**config.mk**
```make
export PLATFORM = sky130hd
export DESIGN_NAME = demux_reg_param_flat
export DESIGN_NICKNAME = d
export VERILOG_FILES = /design/src/rtl/demux_reg_param_pkg.sv /design/src/rtl/demux_reg_param_if.sv /design/src/rtl/demux_reg_param_canal.sv /design/src/rtl/demux_reg_param.sv /design/src/flat_wrapper.sv
export SDC_FILE = /design/constraint.sdc
export NUM_CORES = 1
export LEC_CHECK = 0
export ABC_AREA = 1
export ABC_CLOCK_PERIOD_IN_PS = 2200
export BUFFER_PORTS_ARGS = -buffer_cell sky130_fd_sc_hd__buf_2
export CORE_AREA = 2 2 39 41
export CTS_BUF_LIST = sky130_fd_sc_hd__clkbuf_4 sky130_fd_sc_hd__clkbuf_8
export DETAILED_ROUTE_END_ITERATION = 10
export DIE_AREA = 0 0 41 43
export PLACE_DENSITY = 0.75
export SYNTH_ARGS = -nofsm -noshare
export SYNTH_HDL_FRONTEND = slang
export SYNTH_SLANG_ARGS = --single-unit
```
**constraint.sdc**
```tcl
create_clock -name clk -period 2.2 [get_ports clk]
set_clock_uncertainty 0.1 [all_clocks]
set_input_delay 0.11 -clock clk [delete_from_list [all_inputs] [get_ports clk]]
set_output_delay 0.11 -clock clk [all_outputs]
set_load 0.02 [all_outputs]
```
**src/rtl/demux_reg_param_pkg.sv**
```systemverilog
// Shared constants and helpers for the registered 1-to-N demultiplexer.
package demux_reg_param_pkg;

    localparam int DROP_CNT_W = 8;

    // Low bit of channel k inside a flat N_OUT*WIDTH bus.
    function automatic int chan_lo(input int k, input int w);
        return k * w;
    endfunction

endpackage

```
**src/rtl/demux_reg_param_if.sv**
```systemverilog
// Producer-side and consumer-side handshake bundle for demux_reg_param.
interface demux_reg_param_if #(
    parameter int WIDTH = 4,
    parameter int N_OUT = 2,
    parameter int SEL_W = 1
);
    import demux_reg_param_pkg::*;

    logic [WIDTH-1:0]       in_data;
    logic [SEL_W-1:0]       in_sel;
    logic                   in_valid;
    logic                   in_ready;
    logic [N_OUT*WIDTH-1:0] out_data;
    logic [N_OUT-1:0]       out_valid;
    logic [N_OUT-1:0]       out_ready;
    logic                   err_sel;
    logic [DROP_CNT_W-1:0]  drop_count;

    modport slave (
        input  in_data, in_sel, in_valid, out_ready,
        output in_ready, out_data, out_valid, err_sel, drop_count
    );

    modport master (
        output in_data, in_sel, in_valid, out_ready,
        input  in_ready, out_data, out_valid, err_sel, drop_count
    );

endinterface

```
**src/rtl/demux_reg_param_canal.sv**
```systemverilog
// One-entry output channel: a load always wins over an unload, so a word
// can replace the one leaving in the same edge without a bubble.
module demux_canal #(
    parameter int WIDTH = 4
) (
    input  logic             clk,
    input  logic             rst_n,
    input  logic             load_i,
    input  logic [WIDTH-1:0] data_i,
    input  logic             ready_i,
    output logic             valid_o,
    output logic [WIDTH-1:0] data_o
);

    logic             valid_q, valid_d;
    logic [WIDTH-1:0] data_q, data_d;

    always_comb begin
        valid_d = valid_q;
        data_d  = data_q;
        if (load_i) begin
            valid_d = 1'b1;
            data_d  = data_i;
        end else if (valid_q && ready_i) begin
            valid_d = 1'b0;
        end
    end

    always_ff @(posedge clk or negedge rst_n) begin
        if (!rst_n) begin
            valid_q <= 1'b0;
            data_q  <= '0;
        end else begin
            valid_q <= valid_d;
            data_q  <= data_d;
        end
    end

    assign valid_o = valid_q;
    assign data_o  = data_q;

endmodule

```
**src/rtl/demux_reg_param.sv**
```systemverilog
// Registered 1-to-N demux: select decode, per-channel ready mux, and a
// saturating counter for words whose select names no channel.
module demux_reg_param
    import demux_reg_param_pkg::*;
#(
    parameter int WIDTH = 4,
    parameter int N_OUT = 2,
    parameter int SEL_W = 1
) (
    input logic clk,
    input logic reset_L,
    demux_reg_param_if.slave bus
);

    logic [N_OUT-1:0]            load;
    logic [N_OUT-1:0]            ch_valid;
    logic [N_OUT-1:0][WIDTH-1:0] ch_data;
    logic [N_OUT*WIDTH-1:0]      out_flat;
    logic                        sel_ok;
    logic                        rdy;
    logic                        drop;

    logic                        err_q, err_d;
    logic [DROP_CNT_W-1:0]       drop_cnt_q, drop_cnt_d;

    // Only the addressed channel gates in_ready; out-of-range words always
    // pass so they can be discarded.
    always_comb begin
        load   = '0;
        sel_ok = 1'b0;
        rdy    = 1'b1;
        for (int k = 0; k < N_OUT; k++) begin
            if (bus.in_sel == SEL_W'(k)) begin
                sel_ok  = 1'b1;
                rdy     = !ch_valid[k] || bus.out_ready[k];
                load[k] = bus.in_valid && rdy;
            end
        end
        drop = bus.in_valid && !sel_ok;
    end

    always_comb begin
        err_d      = drop;
        drop_cnt_d = drop_cnt_q;
        if (drop && (drop_cnt_q != '1))
            drop_cnt_d = drop_cnt_q + 1'b1;
    end

    always_ff @(posedge clk or negedge reset_L) begin
        if (!reset_L) begin
            err_q      <= 1'b0;
            drop_cnt_q <= '0;
        end else begin
            err_q      <= err_d;
            drop_cnt_q <= drop_cnt_d;
        end
    end

    for (genvar k = 0; k < N_OUT; k++) begin : g_ch
        localparam int LO = chan_lo(k, WIDTH);

        demux_canal #(.WIDTH(WIDTH)) u_canal (
            .clk     (clk),
            .rst_n   (reset_L),
            .load_i  (load[k]),
            .data_i  (bus.in_data),
            .ready_i (bus.out_ready[k]),
            .valid_o (ch_valid[k]),
            .data_o  (ch_data[k])
        );

        assign out_flat[LO +: WIDTH] = ch_data[k];
    end

    assign bus.in_ready   = rdy;
    assign bus.out_valid  = ch_valid;
    assign bus.out_data   = out_flat;
    assign bus.err_sel    = err_q;
    assign bus.drop_count = drop_cnt_q;

endmodule

```
**src/flat_wrapper.sv**
```systemverilog
// flat-port wrapper written by rule: the top's interface ports become plain ports
module demux_reg_param_flat import demux_reg_param_pkg::*;
#(
    parameter int WIDTH = 4,
    parameter int N_OUT = 2,
    parameter int SEL_W = 1
)
  (clk, reset_L, bus_in_data, bus_in_sel, bus_in_valid, bus_out_ready, bus_in_ready, bus_out_data, bus_out_valid, bus_err_sel, bus_drop_count);
  demux_reg_param_if #(.WIDTH(WIDTH), .N_OUT(N_OUT), .SEL_W(SEL_W)) bus_i ();
  input logic clk;
  input logic reset_L;
  input wire logic [$bits(bus_i.in_data)-1:0] bus_in_data;
  input wire logic [$bits(bus_i.in_sel)-1:0] bus_in_sel;
  input wire logic [$bits(bus_i.in_valid)-1:0] bus_in_valid;
  input wire logic [$bits(bus_i.out_ready)-1:0] bus_out_ready;
  output wire logic [$bits(bus_i.in_ready)-1:0] bus_in_ready;
  output wire logic [$bits(bus_i.out_data)-1:0] bus_out_data;
  output wire logic [$bits(bus_i.out_valid)-1:0] bus_out_valid;
  output wire logic [$bits(bus_i.err_sel)-1:0] bus_err_sel;
  output wire logic [$bits(bus_i.drop_count)-1:0] bus_drop_count;
  assign bus_i.in_data = bus_in_data;
  assign bus_i.in_sel = bus_in_sel;
  assign bus_i.in_valid = bus_in_valid;
  assign bus_i.out_ready = bus_out_ready;
  assign bus_in_ready = bus_i.in_ready;
  assign bus_out_data = bus_i.out_data;
  assign bus_out_valid = bus_i.out_valid;
  assign bus_err_sel = bus_i.err_sel;
  assign bus_drop_count = bus_i.drop_count;
  demux_reg_param #(.WIDTH(WIDTH), .N_OUT(N_OUT), .SEL_W(SEL_W)) u_core (.clk(clk), .reset_L(reset_L), .bus(bus_i));
endmodule
```
Word level (Yosys, flattened, before mapping)
Cells that the tools add are included.
- reduce and logical (&&, ||, !) cells: 10
- muxes and demuxes: 7
- operators by type and width (cell ; count):
    2-to-1 mux 1 bit ; 7
    logical AND 1 bit ; 4
    nonzero test 2 bit ; 2
    logical NOT 1 bit ; 2
    logical OR 1 bit ; 2
- output and inout port bits: 20
- flip-flop bits (word level): 10
- input port bits: 10
- word-level logic and storage cells: 21

Depth between registers and ports, before layout
Gate-level depths: netlist of the first run.
- depth after elaboration: 5
- depth in mapped cells: 5
- depth with buffers taken out: 5

Hierarchy
From an unflattened synthesis of the first run, not the netlist that was laid out.
- cell total of the unflattened synthesis: 63
- area, all modules: 483.0 um^2
- modules (own cells, without submodules) (module ; sequential area each (um^2) ; cells each ; instances ; area an instance (um^2)):
    demux_canal ; 125.1 ; 21 ; 2 ; 185.2
    demux_reg_param ; 0.0 ; 21 ; 1 ; 112.6

Worst setup path before layout of the first run
No wires, ideal clock.
- path type: reg-to-reg
- from: register u_core.g_ch[1].u_canal.valid_q
- to: register u_core.g_ch[1].u_canal.data_q[0]
- slack: 1206 ps
- library setup time: 117 ps
- path buffers: 0
- clock period less this slack: 994 ps
- cell stages (with the launch flop): 5
- required time: 1983 ps
- data arrival time: 777 ps
- cells stage by stage: dfrtp_1 nand2_1 nand3_1 nand2_1 nand2_1
- cells in the longest elaborated chain, start to end: 4
- RTL lines (what ; RTL line ; source):
    from (decl) ; demux_reg_param_canal.sv:15 ; logic valid_q, valid_d;
    from (signal assigned) ; demux_reg_param_canal.sv:34 ; valid_q <= valid_d;
    logical NOT 1 bit ; demux_reg_param.sv:35 ; rdy = !ch_valid[k] || bus.out_ready[k];
    logical OR 1 bit ; demux_reg_param.sv:35 ;
    logical AND 1 bit ; demux_reg_param.sv:36 ; load[k] = bus.in_valid && rdy;
    2-to-1 mux 1 bit ; demux_reg_param.sv:33 ; if (bus.in_sel == SEL_W'(k)) begin
    to (signal assigned) ; demux_reg_param_canal.sv:35 ; data_q <= data_d;
    to (decl) ; demux_reg_param_canal.sv:16 ; logic [WIDTH-1:0] data_q, data_d;
Every way passes these cells.
A chain may end at the register's enable or synchronous reset.

Final worst setup path of the first run
- from: register u_core.g_ch[1].u_canal.valid_q
- to: output port bus_in_ready
- cells in the longest elaborated chain, start to end: 3
- RTL lines (what ; RTL line ; source):
    logical NOT 1 bit ; demux_reg_param.sv:35 ;
    logical OR 1 bit ; demux_reg_param.sv:35 ;
    2-to-1 mux 1 bit ; demux_reg_param.sv:33 ;
    to (decl) ; flat_wrapper.sv:16 ; output wire logic [$bits(bus_i.in_ready)-1:0] bus_in_ready;
Every way passes these cells.

==> results.toml, run 1 <==
[synthesis]
yosys.cell_count.top_type = "nand2_1"
synth_top_cells_by_count = "nand2_1 (23), buf_4 (11), dfrtp_1 (10)"
synthesis.area_um2 = 504.2
synthCells = 59
synth_top_area_share = 0.4963
ys_ff_latch = 10
synthTopCellsByArea = "dfrtp_1 (50%), nand2_1 (17%), buf_4 (16%)"
synth_cell_type_count = 10
synth_top_flop_cell = "dfrtp_1"
async_flop_share = 1.000
yosys_warnings = 0
seq_area_frac_synth = 0.4963
yosysTopAreaCell = "dfrtp_1"
synth_area_per_cell_um2 = 8.546
synth_edf_count = 0

[routing]
routedWlPerCell_um = 10.02
remaining_drc_errors = 0
drt-pass1-iter-count = 4
drt_iter0_drc = 14
vias = 424
vias_per_cell = 4.463
ant_nets = 0
wirelength_um = 952

[clock_network]
post_cts_buffers = 0
h-tree-depth = 1
cts_max_path_buffers = 2
cts_tree = "yes"
clock_sinks = 10
cts_root_buf = "clkbuf_4"
clk_latency_ps = 250
cts_buffers = 3
clk_pin_slew_worst_paths_ps = 60
ctsResizeCount = 0

[global_route]
grt_max_degree = 11
grt_pass1_vias = 372
grt_pass1_wl_um = 1400
antenna_found_initial = 0
overflow = 0
grt_use_total = 0.1173

[critical_path]
crit_path_max_incr_delay_ps = 380
path_delay_family = "flip-flops"
critPathRequiredTime_ps = 1990
criticalPathCategory = "reg2out"
end_kind = "output port"
critPathBufInv = 1
critPathSlowestCell = "dfrtp_1"
startpoint_type = "register"
critPathMaxFanout = 7
crit_chain = "nand2_1, nand2_1, nand2_1, buf_2"
arrival_ps = 1110
crit_top_cell = "nand2_1"

[layout]
final_area_um2 = 599.3
diodes = 0
drive_gt1_frac = 0.3165
area_growth_pct = 18.86
nFillCells = 152
nNetsFinal = 91

[floorplan]
die-width_um = 41
core_area_um2 = 1384
rows = 14
start_util = 0.3644
die_y_um = 43
dieArea_um2 = 1763
pin_count = 30

[timing]
setup_viol = 0
slew_viol_final = 0
fin_setup_tns_ps = 0
fmax_mhz = 758.7
fin_crit_ps = 1318
rsz0062_at_grt = "no"
min_period_over_period = 0.5991
hold_violations = 0
setup_ws_ps = 882.0

[pwr]
cellLeakagePower_nw = 0.3645
vdd_ir_drop_max_mv = 0.2225
power.density_nw_per_um2 = 793.2

[min_path]
hold_path_class = "in2reg"

[place]
io_buffers = 20
dpl.hpwl_um = 757.6
placed_area_um2 = 566.8
gp_congestion = 0.6303
place_ws_ps = 1108

[run]
maxCapViolCount = 0

[run_status]
status = "completed"
## worst register-to-register path, stage by stage, from the launching register on
cell and delay, ps:
dfrtp_1 380, nand2_1 180, nand3_1 190, nand2_1 100, nand2_1 50
## power by group
| group | total [mW] | switching (mW) | leakage [nW] | internal (mW) |
|---|---|---|---|---|
| clock network | 0.117 | 0.0540 | 0.0138 | 0.0627 |
| logic | 0.135 | 0.0940 | 0.227 | 0.0405 |
| registers | 0.224 | 0.0131 | 0.124 | 0.211 |
## kinds of logic (layout without fill, tap and decap cells)
logic type | count (synthesis) | after routing | share of synthesized area
buffers and inverters | 15 | 27 | 0.1960
and+or+nand+nor | 33 | 33 | 0.3002
DFF | 10 | 10 | 0.4963
other | 1 | 9 | 0.007437
## per-layer routing
metal | wire length [µm] | GRT usage
met1 | 405 | 0.1283
met2 | 411 | 0.1781
met3 | 122 | 0.04188
met4 | 12 | 0.08000
met5 | 0 | 0
## area by class of cell
cell class / instances / area, µm² / share of cell area
Tap cell: 16 / 20.02 / 0.03340
Sequential cell: 10 / 250.2 / 0.4175
Inverter: 3 / 11.26 / 0.01879
Multi-Input combinational cell: 42 / 185.2 / 0.3090
Timing Repair Buffer: 21 / 110.1 / 0.1837
Clock buffer: 3 / 22.52 / 0.03758
## cell usage in the layout (no fill, tap or decap), drive strengths merged
| cell | instances |
|---|---|
| clkbuf | 3 |
| conb | 9 |
| dfrtp | 10 |
| nand4 | 8 |
| buf | 20 |
| inv | 3 |
| nand2 | 23 |
| nand3 | 2 |
| dlygate4sd3 | 1 |
## worst paths after layout
kind,startpoint,to,slack (ps),cells past startpoint
max,u_core.g_ch[1].u_canal.valid_o$_DFFE_PN0P_,bus_in_ready,880,4
min,bus_in_data[3],u_core.g_ch[1].u_canal.data_o[3]$_DFFE_PN0P_,30,3
max reg2reg,u_core.g_ch[1].u_canal.valid_o$_DFFE_PN0P_,u_core.g_ch[1].u_canal.data_o[1]$_DFFE_PN0P_,1100,4
min reg2reg,u_core.g_ch[1].u_canal.data_o[2]$_DFFE_PN0P_,u_core.g_ch[1].u_canal.data_o[2]$_DFFE_PN0P_,370,2
max in group asynchronous,reset_L,u_core.g_ch[1].u_canal.data_o[1]$_DFFE_PN0P_,1670,2
min in group asynchronous,reset_L,u_core.g_ch[0].u_canal.data_o[0]$_DFFE_PN0P_,150,2
## registers in the layout, indices dropped and copies added, names as in the netlist
register,cells
u_core.g_ch.u_canal.data_o,8
u_core.g_ch.u_canal.valid_o,2
## through the flow
stage          hold slack [ps]    util  std cells  power [mW]
6_report                 31.08  0.4331         95      0.4754
5_1_grt                  45.98  0.4331         95      0.5096
4_1_cts                  25.18  0.4331         95      0.4812
3_5_place_dp            -120.2  0.4096         91      0.3621
3_3_place_gp            -123.9  0.4096         91      0.3590
2_1_floorplan           -285.6       -         67      0.3298
## timing repair
action / CTS / global route
hold buffers: 1 / 0
endpoints found under the setup margin: 0 / 0
hold endpoints to repair: 10 / 0
(Power assumes the default switching activity.)
==> run 2, diff against run 1 <==
--- a/config.mk
+++ b/config.mk
@@ -5,14 +5,13 @@
 export SDC_FILE = /design/constraint.sdc
 export NUM_CORES = 1
 export LEC_CHECK = 0
-export ABC_AREA = 1
-export ABC_CLOCK_PERIOD_IN_PS = 2200
+export ABC_AREA = 0
+export ABC_CLOCK_PERIOD_IN_PS = 1090
 export BUFFER_PORTS_ARGS = -buffer_cell sky130_fd_sc_hd__buf_2
-export CORE_AREA = 2 2 39 41
+export CORE_UTILIZATION = 39
 export CTS_BUF_LIST = sky130_fd_sc_hd__clkbuf_4 sky130_fd_sc_hd__clkbuf_8
 export DETAILED_ROUTE_END_ITERATION = 10
-export DIE_AREA = 0 0 41 43
-export PLACE_DENSITY = 0.75
+export PLACE_DENSITY = 0.8
 export SYNTH_ARGS = -nofsm -noshare
 export SYNTH_HDL_FRONTEND = slang
 export SYNTH_SLANG_ARGS = --single-unit
==> constraint.sdc (replaced) <==
create_clock -name clk -period 1.09 [get_ports clk]
set_clock_uncertainty 0.1 [all_clocks]
set_input_delay 0.0545 -clock clk [delete_from_list [all_inputs] [get_ports clk]]
set_output_delay 0.0545 -clock clk [all_outputs]
set_load 0.02 [all_outputs]
==> results.toml, run 2 <==
[critical_path]
r2r_end = "u_core.g_ch[0].u_canal.data_o[1]$_DFFE_PN0P_"
criticalPathCategory = "reg2out"
path_delay_family = "flip-flops"
reg2reg_depth = 4
critPathRequiredTime_ps = 940
startpoint_type = "register"
regToRegStartpoint = "u_core.g_ch[0].u_canal.valid_o$_DFFE_PN0P_"
rrSetupSlack_ps = -130
end_kind = "output port"
crit_path_max_incr_delay_ps = 370
arrival_ps = 1130
critPathSlowestCell = "dfrtp_1"
crit_chain = "nor2b_4, buf_6, a21oi_2, buf_4"
critPathMaxFanout = 2
critPathBufInv = 2

[timing]
setup_ws_ps = -189.7
rsz0062_at_grt = "yes"
hold_violations = 0
slew_viol_final = 0
fin_setup_tns_ps = -1214
hold_ws_ps = 66.92
setup_viol = 9
min_period_over_period = 1.174
fin_crit_ps = 1280
fmax_mhz = 781.4

[pwr]
swShare = 0.3094
power_frac_clock = 0.282
p_int_uw = 813.2
vdd_ir_drop_max_mv = 0.7376
sequentialPowerShare = 0.396
pwr-share-comb = 0.322
switchingPower_uw = 364.3
cellLeakagePower_nw = 0.4102
power.density_nw_per_um2 = 1548

[synthesis]
yosys_warnings = 0
synth_top_cells_by_count = "buf_4 (11), dfrtp_1 (10), mux2_2 (8)"
synthTopCellsByArea = "dfrtp_1 (49%), mux2_2 (18%), buf_4 (16%)"
yosys.cell_count.top_type = "buf_4"
synth_edf_count = 0
synth_area_per_cell_um2 = 12.79
yosysTopAreaCell = "dfrtp_1"
async_flop_share = 1.000
ys_ff_latch = 10
synth_cell_type_count = 14
synth_top_flop_cell = "dfrtp_1"
synthCells = 40
seq_area_frac_synth = 0.4890
synth_top_area_share = 0.4890
synthesis.area_um2 = 511.7

[floorplan]
dieArea_um2 = 1461
die-width_um = 38.23
core_area_um2 = 1156
rows = 12
start_util = 0.4426
die_y_um = 38.23
pin_count = 30

[layout]
fin_util = 0.6580
final_cell_mix = "buf_2 (19), dfrtp_1 (10), conb_1 (9), mux2_4 (8), dlygate4sd3_1 (7)"
area_growth_pct = 48.66
nNetsFinal = 82
drive_gt1_frac = 0.5915
largest_register_ffs = 8
final_common_cell = "buf_2"
diodes = 0

[routing]
vias_per_cell = 4.212
drt-pass1-iter-count = 4
routedWlPerCell_um = 11.53
vias = 358
wirelength_um = 980
ant_nets = 0
remaining_drc_errors = 0
drt_iter0_drc = 10

[clock_network]
clock_sinks = 10
h-tree-depth = 1
clk_latency_ps = 270
clk_pin_slew_worst_paths_ps = 70
cts_tree = "yes"
cts_root_buf = "clkbuf_4"
cts_max_path_buffers = 2
cts_buffers = 3

[place]
io_buffers = 20
gp_congestion = 0.6906

[run_status]
status = "complete, but fails checks"
violations = "negative setup slack"

[run]
maxCapViolCount = 0

[global_route]
grt_pass1_vias = 323
grt_use_total = 0.1512
overflow = 0
grt_pass1_wl_um = 1400
grt_max_degree = 11
antenna_found_initial = 0

[min_path]
hold_path_class = "in2async"
run 2: cell types whose count changed in the layout (fill, tap and decap cells not counted), moves of 3 or more:
cell	delta
nand4_1	-8
nand2_1	-23
mux2_4	+8
dlygate4sd3_1	+6
buf_6	+3
run 2: cell families (layout without fill, tap and decap cells):
group                  after synthesis  count (layout)  synth area share
other                                1               9          0.007328
flip-flops                          10              10            0.4890
AND/OR/NAND/NOR                      7               7            0.1394
buffers and inverters               12              35            0.1687
AO/OA/AOI/OAI                        2               2           0.01954
multiplexers                         8               8            0.1760
run 2: per-stage QoR:
stage	std cells	total power [mW]	area, µm²	setup WS [ps]
final	85	1.178	760.7	-189.7
after global routing	85	1.248	760.7	-254.4
after CTS	84	1.158	735.7	-201.3
after detailed placement	73	0.7681	591.8	-91.07
after global placement	73	0.7639	591.8	-80.57
after floorplan	48	0.6907	541.8	-58.09
run 2: how the worst max path moves through the flow:
stage	cells past startpoint	slack, ps	endpoint	from
after detailed placement	3	-90	u_core.g_ch[1].u_canal.data_o[0]$_DFFE_PN0P_	u_core.g_ch[1].u_canal.valid_o$_DFFE_PN0P_
after global routing	4	-250	bus_in_ready	u_core.g_ch[1].u_canal.valid_o$_DFFE_PN0P_
after CTS	4	-200	bus_in_ready	u_core.g_ch[1].u_canal.valid_o$_DFFE_PN0P_
final	4	-190	bus_in_ready	u_core.g_ch[1].u_canal.valid_o$_DFFE_PN0P_
after global placement	3	-80	u_core.g_ch[1].u_canal.data_o[2]$_DFFE_PN0P_	u_core.g_ch[1].u_canal.valid_o$_DFFE_PN0P_
after floorplan	3	-60	u_core.g_ch[1].u_canal.data_o[0]$_DFFE_PN0P_	u_core.g_ch[1].u_canal.valid_o$_DFFE_PN0P_
run 2: area by class of cell:
class                   count  area (µm²)
fillers                    89       395.4
flip-flops and latches     10       250.2
multi-input cells          26       246.5
repair buffers             30       206.4
clock buffers               4       36.28
well taps                  14       17.52
inverters                   1       3.754
run 2: layer usage:
metal,share of wire,up-vias,GRT usage
met5,0,-,0
met4,0.014,0,0.08036
met3,0.048,2,0.03488
met2,0.53,19,0.2627
met1,0.40,166,0.1685
li1,-,171,-
run 2: power by group through the flow:
| stage | Combinational (mW) | Clock, mW | Sequential (mW) |
|---|---|---|---|
| after detailed placement | 0.303 | 0 | 0.465 |
| after global placement | 0.299 | 0 | 0.465 |
| after global routing | 0.400 | 0.376 | 0.472 |
| after CTS | 0.357 | 0.341 | 0.460 |
| final | 0.379 | 0.332 | 0.466 |
| after floorplan | 0.155 | 0 | 0.535 |
run 2: worst register-to-register path, cell delays in order, from the launching register on:
cell      delay, ps
dfrtp_1         400
nand2b_4         90
buf_6           100
nand3b_4        110
mux2_4          320
run 2: what timing repair did:
item | CTS | global route
setup endpoints to repair | 9 | 9
setup buffers | 1 | 0
gates resized for setup | 11 | 4
endpoints found under the hold margin | 19 | 1
hold buffers | 6 | 1
pin swaps | 1 | 1
==> run 3, diff against run 2 <==
--- a/config.mk
+++ b/config.mk
@@ -9,9 +9,10 @@
 export ABC_CLOCK_PERIOD_IN_PS = 1090
 export BUFFER_PORTS_ARGS = -buffer_cell sky130_fd_sc_hd__buf_2
 export CORE_UTILIZATION = 39
-export CTS_BUF_LIST = sky130_fd_sc_hd__clkbuf_4 sky130_fd_sc_hd__clkbuf_8
+export CTS_BUF_LIST = sky130_fd_sc_hd__clkbuf_4
 export DETAILED_ROUTE_END_ITERATION = 10
 export PLACE_DENSITY = 0.8
+export SETUP_SLACK_MARGIN = 0.5
 export SYNTH_ARGS = -nofsm -noshare
 export SYNTH_HDL_FRONTEND = slang
 export SYNTH_SLANG_ARGS = --single-unit
==> results.toml, run 3 (synthesis results as in run 2) <==
[run_status]
violations = "negative hold slack, negative setup slack"
status = "complete, but fails checks"

[clock_network]
cts_tree = "yes"
cts_root_buf = "clkbuf_4"
clk_pin_slew_worst_paths_ps = 60
h-tree-depth = 1
holdBufCountCts = 1
clock_sinks = 10
clk_latency_ps = 260
cts_max_path_buffers = 2
cts_buffers = 3

[layout]
fin_util = 0.6494
nFillCells = 91
drive_gt1_frac = 0.6515
final_common_cell = "buf_6"
final_cell_mix = "buf_6 (12), buf_2 (10), dfrtp_1 (10), conb_1 (9), mux2_4 (6)"
largest_register_ffs = 8
seq_area_um2 = 250.2
diodes = 0
nNetsFinal = 78
area_growth_pct = 46.70
multi_input_area_um2 = 239.0
final_cells = 80

[floorplan]
core_area_um2 = 1156
pin_count = 30
die_y_um = 38.23
dieArea_um2 = 1461
die-width_um = 38.23
rows = 12
start_util = 0.4426

[pwr]
swShare = 0.3088
power.density_nw_per_um2 = 1522
power.total_mw = 1.143
power_frac_clock = 0.209
sequentialPowerShare = 0.419
pwr-share-comb = 0.373
cellLeakagePower_nw = 0.3959
vdd_ir_drop_max_mv = 0.7066
switchingPower_uw = 352.8
p_int_uw = 789.7

[place]
dpl.hpwl_um = 643.7
place_ws_ps = -94.72
dp_cells = 73
gp_congestion = 0.6826
io_buffers = 20

[timing]
min_period_over_period = 1.160
setup_viol = 9
slew_viol_final = 0
setup_ws_ps = -174.5
hold_ws_ps = -50.78
rsz0062_at_grt = "yes"
fin_crit_ps = 1264
fmax_mhz = 790.8
hold_violations = 9

[critical_path]
startpoint_type = "register"
end_kind = "output port"
criticalPathCategory = "reg2out"
critPathRequiredTime_ps = 940
critPathMaxFanout = 2
arrival_ps = 1110

[routing]
vias = 350
ant_nets = 0
routedWlPerCell_um = 11.88
wirelength_um = 950
drt-pass1-iter-count = 2
vias_per_cell = 4.375
remaining_drc_errors = 0
drt_iter0_drc = 4

[global_route]
antenna_found_initial = 0
overflow = 0
grt_pass1_wl_um = 1290
grt_max_degree = 11
grt_use_total = 0.1420
grt_pass1_vias = 292

[min_path]
hold_path_class = "in2reg"

[run]
maxCapViolCount = 0
-- run 3: final timing paths --
kind,start,to,slack (ps),cells after the start
hold / removal,bus_in_data[1],u_core.g_ch[1].u_canal.data_o[1]$_DFFE_PN0P_,-50,2
max in group asynchronous,reset_L,u_core.g_ch[0].u_canal.valid_o$_DFFE_PN0P_,620,2
setup / recovery,u_core.g_ch[0].u_canal.valid_o$_DFFE_PN0P_,bus_in_ready,-170,5
min in group asynchronous,reset_L,u_core.g_ch[0].u_canal.data_o[2]$_DFFE_PN0P_,80,2
hold reg to reg,u_core.g_ch[0].u_canal.data_o[3]$_DFFE_PN0P_,u_core.g_ch[0].u_canal.data_o[3]$_DFFE_PN0P_,430,1
setup reg to reg,u_core.g_ch[1].u_canal.valid_o$_DFFE_PN0P_,u_core.g_ch[1].u_canal.data_o[0]$_DFFE_PN0P_,-140,3
-- run 3: layer usage --
layer,wire length (µm),vias to the layer above,track usage
met5,0,-,0
met4,0,0,0.1339
met3,47,0,0.03488
met2,516,17,0.2246
met1,386,170,0.1521
li1,-,163,-
-- run 3: layout make-up --
class                           instances  area share
Clock buffer                            3     0.03000
Inverter                                1    0.005000
Multi-Input combinational cell         26      0.3183
Sequential cell                        10      0.3333
Tap cell                               14     0.02333
Timing Repair Buffer                   26      0.2900
-- run 3: power groups by stage --
stage                     Clock [mW]  Combinational, mW  Sequential (mW)
after floorplan                    0              0.160            0.537
after global placement             0              0.302            0.466
after detailed placement           0              0.306            0.467
after CTS                      0.254              0.410            0.476
after global routing           0.269              0.447            0.484
final                          0.238              0.426            0.478
-- run 3: through the flow --
stage               instance area (µm²)  TNS, ps
detailed placement                596.8   -436.3
finish                            750.7    -1256
floorplan                         550.5   -232.4
global placement                  596.8   -301.2
global route                      750.7    -1621
CTS                               725.7    -1160
-- run 3: worst max-delay path, cell delays in order (launching register included) --
cell and delay (ps):
dfrtp_1 410, nand2b_4 90, buf_6 100, nor2_2 30, a21oi_2 90, buf_4 140
-- run 3: timing repair --
action	4_1_cts	5_1_grt
pin swaps	1	1
resized for setup	27	3
hold endpoints to repair	19	9
setup buffers	1	2
endpoints found under the setup margin	21	21
gates cloned	0	0
